## src/rtl/dma_pkg.sv

```systemverilog
// Shared widths and encodings for the DMA storage datapath.
package dma_pkg;

  localparam int DATA_LEN        = 16;
  localparam int ADD_LEN         = 16;
  localparam int FIFO_DEPTH      = 5;
  localparam int FIFO_DIV_FACTOR = 3;

  // Encoding of the fifo_wr_rd select line.
  localparam logic WR = 1'b1;
  localparam logic RD = 1'b0;

endpackage

```

## src/rtl/dma_enreg.sv

```systemverilog
// Generic register with asynchronous active-low reset, synchronous clear and load enable.
module dma_enreg
  import dma_pkg::*;
#(
  parameter int W = 8
) (
  input  logic         clk,
  input  logic         rst,
  input  logic         clr,
  input  logic         en,
  input  logic [W-1:0] d,
  output logic [W-1:0] q
);

  // Clear wins over load; otherwise hold.
  always_ff @(posedge clk or negedge rst) begin
    if (!rst) begin
      q <= '0;
    end else if (clr) begin
      q <= '0;
    end else if (en) begin
      q <= d;
    end
  end

endmodule

```

## src/rtl/dma_fifo.sv

```systemverilog
// First-word fall-through FIFO with partial-empty flag and retry (previous pointer) access.
module dma_fifo
  import dma_pkg::*;
#(
  parameter int DATA       = DATA_LEN,
  parameter int ADDR_SIZE  = FIFO_DEPTH,
  parameter int DIV_FACTOR = FIFO_DIV_FACTOR
) (
  input  logic            clk,
  input  logic            rst,
  input  logic            clr,
  input  logic            enable,
  input  logic            wr_rd,
  input  logic            old_add_flag,
  input  logic [DATA-1:0] din,
  output logic [DATA-1:0] dout,
  output logic            full,
  output logic            empty,
  output logic            empty_partial
);

  localparam int                    DEPTH    = 1 << ADDR_SIZE;
  localparam logic [ADDR_SIZE:0]    FULL_OCC = {1'b1, {ADDR_SIZE{1'b0}}};
  localparam logic [ADDR_SIZE:0]    PART_OCC = FULL_OCC >> DIV_FACTOR;
  localparam logic [ADDR_SIZE:0]    PTR_ONE  = {{ADDR_SIZE{1'b0}}, 1'b1};
  localparam logic [ADDR_SIZE-1:0]  ADDR_ONE = PTR_ONE[ADDR_SIZE-1:0];

  logic [DATA-1:0]      mem [DEPTH];
  logic [ADDR_SIZE:0]   wr_ptr;
  logic [ADDR_SIZE:0]   rd_ptr;
  logic [ADDR_SIZE:0]   occupancy;
  logic [ADDR_SIZE-1:0] wr_addr;
  logic [ADDR_SIZE-1:0] rd_addr;
  logic                 wr_do;
  logic                 rd_do;
  logic                 retry_wr_do;
  logic                 retry_rd_do;
  logic                 show_prev;

  // Extra pointer MSB distinguishes full from empty when the low bits match.
  assign occupancy     = wr_ptr - rd_ptr;
  assign full          = (occupancy == FULL_OCC);
  assign empty         = (occupancy == '0);
  assign empty_partial = (occupancy <= PART_OCC);

  // Clear overrides every access; normal accesses are dropped at the full/empty limits.
  assign wr_do       = !clr && enable && (wr_rd == WR) && !old_add_flag && !full;
  assign rd_do       = !clr && enable && (wr_rd == RD) && !old_add_flag && !empty;
  assign retry_wr_do = !clr && old_add_flag && (wr_rd == WR) && !empty;
  assign retry_rd_do = !clr && old_add_flag && (wr_rd == RD) && enable;

  // A retry write overwrites the most recently written word.
  assign wr_addr = retry_wr_do ? (wr_ptr[ADDR_SIZE-1:0] - ADDR_ONE) : wr_ptr[ADDR_SIZE-1:0];
  // After a retry read the output points back at the word consumed last.
  assign rd_addr = show_prev ? (rd_ptr[ADDR_SIZE-1:0] - ADDR_ONE) : rd_ptr[ADDR_SIZE-1:0];
  assign dout    = mem[rd_addr];

  dma_enreg #(.W(ADDR_SIZE + 1)) u_wr_ptr (
    .clk (clk),
    .rst (rst),
    .clr (clr),
    .en  (wr_do),
    .d   (wr_ptr + PTR_ONE),
    .q   (wr_ptr)
  );

  dma_enreg #(.W(ADDR_SIZE + 1)) u_rd_ptr (
    .clk (clk),
    .rst (rst),
    .clr (clr),
    .en  (rd_do),
    .d   (rd_ptr + PTR_ONE),
    .q   (rd_ptr)
  );

  // Storage array; contents survive reset and clear.
  always_ff @(posedge clk) begin
    if (wr_do || retry_wr_do) begin
      mem[wr_addr] <= din;
    end
  end

  // Retry-read selector: set by a retry read, dropped by any other performed access.
  always_ff @(posedge clk or negedge rst) begin
    if (!rst) begin
      show_prev <= 1'b0;
    end else if (clr) begin
      show_prev <= 1'b0;
    end else if (retry_rd_do) begin
      show_prev <= 1'b1;
    end else if (wr_do || rd_do || retry_wr_do) begin
      show_prev <= 1'b0;
    end
  end

endmodule

```

## src/rtl/dma_buf_datapath.sv

```systemverilog
// DMA storage datapath: FIFO, loadable offset counter and counter save register.
module dma_buf_datapath
  import dma_pkg::*;
#(
  parameter int DATA       = DATA_LEN,
  parameter int ADDR_SIZE  = FIFO_DEPTH,
  parameter int DIV_FACTOR = FIFO_DIV_FACTOR,
  parameter int CNT_W      = ADD_LEN - 1
) (
  input  logic             clk,
  input  logic             rst,
  input  logic             fifo_clr,
  input  logic             fifo_enable,
  input  logic             fifo_wr_rd,
  input  logic             fifo_old_add_flag,
  input  logic [DATA-1:0]  fifo_in,
  output logic [DATA-1:0]  fifo_out,
  output logic             full,
  output logic             empty,
  output logic             empty_partial,
  input  logic             cnt_clr,
  input  logic             cnt_en,
  input  logic             cnt_load,
  output logic [CNT_W-1:0] cnt,
  output logic             end_cnt,
  input  logic             save_clr,
  input  logic             save_en,
  output logic [CNT_W-1:0] saved
);

  localparam logic [CNT_W-1:0] CNT_ONE = {{(CNT_W-1){1'b0}}, 1'b1};

  dma_fifo #(
    .DATA       (DATA),
    .ADDR_SIZE  (ADDR_SIZE),
    .DIV_FACTOR (DIV_FACTOR)
  ) u_fifo (
    .clk           (clk),
    .rst           (rst),
    .clr           (fifo_clr),
    .enable        (fifo_enable),
    .wr_rd         (fifo_wr_rd),
    .old_add_flag  (fifo_old_add_flag),
    .din           (fifo_in),
    .dout          (fifo_out),
    .full          (full),
    .empty         (empty),
    .empty_partial (empty_partial)
  );

  dma_enreg #(.W(CNT_W)) u_save (
    .clk (clk),
    .rst (rst),
    .clr (save_clr),
    .en  (save_en),
    .d   (cnt),
    .q   (saved)
  );

  // Offset counter: clear, then restore from save register, then increment (wraps naturally).
  always_ff @(posedge clk or negedge rst) begin
    if (!rst) begin
      cnt <= '0;
    end else if (cnt_clr) begin
      cnt <= '0;
    end else if (cnt_en) begin
      cnt <= cnt_load ? saved : (cnt + CNT_ONE);
    end
  end

  assign end_cnt = &cnt;

endmodule

```

## config.mk

```make
export PLATFORM = sky130hd
export DESIGN_NAME = dma_buf_datapath
export DESIGN_NICKNAME = d
export VERILOG_FILES = /design/src/rtl/dma_pkg.sv /design/src/rtl/dma_enreg.sv /design/src/rtl/dma_fifo.sv /design/src/rtl/dma_buf_datapath.sv
export SDC_FILE = /design/constraint.sdc
export NUM_CORES = 1
export LEC_CHECK = 0
export CAP_MARGIN = 20
export CORE_MARGIN = 3
export CORE_UTILIZATION = 35
export CTS_BUF_LIST = sky130_fd_sc_hd__clkbuf_4 sky130_fd_sc_hd__clkbuf_8
export DETAILED_ROUTE_END_ITERATION = 8
export GPL_TIMING_DRIVEN = 1
export PLACE_DENSITY_LB_ADDON = 0.1
export SYNTH_ARGS = -nofsm -noshare
export SYNTH_HDL_FRONTEND = slang
export SYNTH_SLANG_ARGS = --single-unit
```

## constraint.sdc

```tcl
create_clock -name clk -period 7.84 [get_ports clk]
set_clock_uncertainty 0.2 [all_clocks]
set_input_delay 1.176 -clock clk [delete_from_list [all_inputs] [get_ports clk]]
set_output_delay 1.176 -clock clk [all_outputs]
set_load 0.1 [all_outputs]
```

==> impl_metrics.env <==
export IMPL_p_seq_frac=0.494
export IMPL_grtUsageTotal=0.1725
export IMPL_max_freq_mhz=156.7
export IMPL_post_synth_main_area_contributors="edfxtp_1 (68%), mux4_2 (16%), dfrtp_1 (4.8%)"
export IMPL_criticalPathCategory="reg -> out"
export IMPL_synthDistinctLibCells=58
export IMPL_p_sw_frac=0.2566
export IMPL_seqCellArea_sq_mm=0.01645
export IMPL_post_route_min_period_ns=6.382
export IMPL_hold_slack_ns=0.1473
export IMPL_grt_pass1_vias=12190
export IMPL_synth_area_sq_mm=0.02263
export IMPL_synthArstFlopShare=0.07748
export IMPL_worstPathArrival_ns=5.01
export IMPL_syn_to_final_growth_pct=19.58
export IMPL_postCtsSetupRepairBufs=0
export IMPL_io_buffer_count=76
export IMPL_fin_nets=1358
export IMPL_slew_headroom=0.2483
export IMPL_ys_ff_latch=555
export IMPL_p_comb_frac=0.124
export IMPL_synth_top_area_frac=0.6794
export IMPL_max_vdd_ir_drop_mv=0.1142
export IMPL_post_synth_most_frequent_cells="edfxtp_1 (512), mux4_2 (160), nand2_1 (70), nor2_1 (47), dfrtp_1 (43)"
export IMPL_final_cells=2244
export IMPL_ant_nets=0
export IMPL_hold_viol=0
export IMPL_wl_per_cell_um=25.52
export IMPL_cts_buffers=95
export IMPL_drt_wl_total_um=57260
export IMPL_drc=0
export IMPL_fp_dieW_um=260.3
export IMPL_detail_route_first_pass_iterations=4
export IMPL_intPower_w=0.004884
export IMPL_worstPathMaxFanout=110
export IMPL_finalSetupTns_ns=0
export IMPL_maxCapViolations=0
export IMPL_die_area_sq_mm=0.06774
export IMPL_ctsResizeCount=0
export IMPL_report_final_slew_viol_count=0
export IMPL_drt_iter0_drc=895
export IMPL_insertion_delay_ns=0.67
export IMPL_setup_violations_final=0
export IMPL_core_area_sq_mm=0.06354
export IMPL_start_kind="register"
export IMPL_power_leakage_nw=8.845
export IMPL_syn_num_nets=1189
export IMPL_synth_edff_count=512
export IMPL_gp_congestion=0.7482
export IMPL_grt_ovfl_total=0
export IMPL_dp_cells=2055
export IMPL_cts_htree_levels=3
export IMPL_cts_buffer_depth=3
export IMPL_num_rows=92
export IMPL_viasPerCell=5.239
export IMPL_pin_count=77
export IMPL_yosysWarningCount=0
export IMPL_path_clk_slew_ns=0.06
export IMPL_p_switching_w=0.001686
export IMPL_postLayoutCoreUtil=0.4259
export IMPL_grt_setup_unrepaired="no"
export IMPL_fp_dieH_um=260.3
export IMPL_syn_area_per_cell_sq_um=19.64
export IMPL_drive_gt1_frac=0.3021
export IMPL_outcome="complete, no violations"
export IMPL_num_vias=11760
export IMPL_synth_most_common_cell="edfxtp_1"
export IMPL_fin_crit_sh=0.8140
export IMPL_grt_first_pass_wirelength_um=84310
export IMPL_yosysTopAreaCell="edfxtp_1"
export IMPL_cts_num_sinks=555
export IMPL_holdCritPathClass="in -> async"
export IMPL_cts_tree="built"
export IMPL_start_util=0.3561
export IMPL_ys_seq_area_frac=0.7270
export IMPL_dp_hpwl_um=32410
export IMPL_endpoint_kind="output pin"
export IMPL_num_fill_cells=5604
export IMPL_tightest_slew_ns=1.128
export IMPL_grt_start_max_net_pins=111
export IMPL_root_buffer="clkbuf_8"
export IMPL_clkPwrFrac=0.382
export IMPL_antenna_found_initial=1
export IMPL_worst_endpoint_required_ns=6.46
export IMPL_postCtsHoldBufs=0
export IMPL_synthFlopType="edfxtp_1"
export IMPL_power_density_mw_per_mm2=242.8
export IMPL_multiInputGateArea_sq_mm=0.006173
export IMPL_netlist_instances=1152
-- power groups by stage --
stage	Clock (W)	Sequential, W	Combinational, W
global placement	0	0.00331	0.000804
global route	0.00274	0.00325	0.000863
floorplan	0	0.00332	0.000547
CTS	0.00260	0.00325	0.000809
detailed placement	0	0.00331	0.000809
finish	0.00251	0.00325	0.000813
-- stage by stage --
step | worst slack [ns] | instance area (sq um) | total power [W]
2_1_floorplan | 0.02405 | 22630 | 0.003872
3_3_place_gp | 2.157 | 24860 | 0.004115
3_5_place_dp | 2.145 | 24900 | 0.004120
4_1_cts | 1.364 | 26710 | 0.006656
5_1_grt | 1.272 | 27060 | 0.006846
6_report | 1.458 | 27060 | 0.006570
-- worst paths after layout --
check / start / end / slack, ns / cells past startpoint
max in group asynchronous: rst / cnt[6] / 6.85 / 2
max reg2reg: u_fifo.u_rd_ptr.q[2] / u_fifo.mem[22][11] / 2.94 / 9
min: rst / u_fifo.u_wr_ptr.q[4] / 0.15 / 1
min in group clk: u_save.q[12] / u_save.q[12] / 0.35 / 2
min reg2reg: u_save.q[12] / u_save.q[12] / 0.35 / 2
max: u_fifo.u_rd_ptr.q[0] / fifo_out[8] / 1.46 / 9
-- per-layer routing --
layer	GRT usage	up-vias	share of wire
met5	0	-	0
met4	0.04692	0	0.021
met3	0.03144	96	0.047
met2	0.2764	322	0.48
met1	0.2435	6230	0.45
li1	-	5108	-
-- cells in the final DEF, fill, tap and decap left out, types with 22 or more instances in the layout --
cell type        count
a21oi_1             22
clkbuf_8            96
buf_4               40
nor2_1              47
clkinv_1            28
edfxtp_1           512
clkdlybuf4s50_1     75
clkbuf_4            27
mux4_2             160
dfrtp_1             43
nand2_1             70
-- flip-flops by register name, summed over array words and instances (netlist names) --
register / count
u_fifo.mem: 512
cnt: 15
u_save.q: 15
u_fifo.u_rd_ptr.q: 6
u_fifo.u_wr_ptr.q: 6
u_fifo.show_prev: 1
-- worst max-delay path, cell delays in order, from the launching register on --
cell	delay, ns
dfrtp_1	0.48
inv_1	0.11
ha_1	0.36
mux2i_4	0.41
buf_12	0.53
mux4_2	0.42
mux4_2	0.49
nand2_1	0.17
nand2_1	0.16
clkdlybuf4s50_1	1.00
-- cell type report --
class                           instances  share of cell area
Clock inverter                         50             0.01077
Inverter                               21            0.003005
Antenna cell                            1          0.00009247
Sequential cell                       555              0.6079
Timing Repair Buffer                  135             0.05465
Multi-Input combinational cell        513              0.2281
Clock buffer                          123             0.05632
Tap cell                              846             0.03912
-- kinds of logic after synthesis --
family,count (synthesis),share of synthesized area
AO/OA/AOI/OAI,112,0.03859
buffers and inverters,84,0.01570
AND/OR/NAND/NOR,198,0.03998
flip-flops,555,0.7270
XOR/XNOR,12,0.004644
adder cells (fa/ha/maj),10,0.005529
multiplexers,181,0.1686
Power figures use the tool's default switching activity.
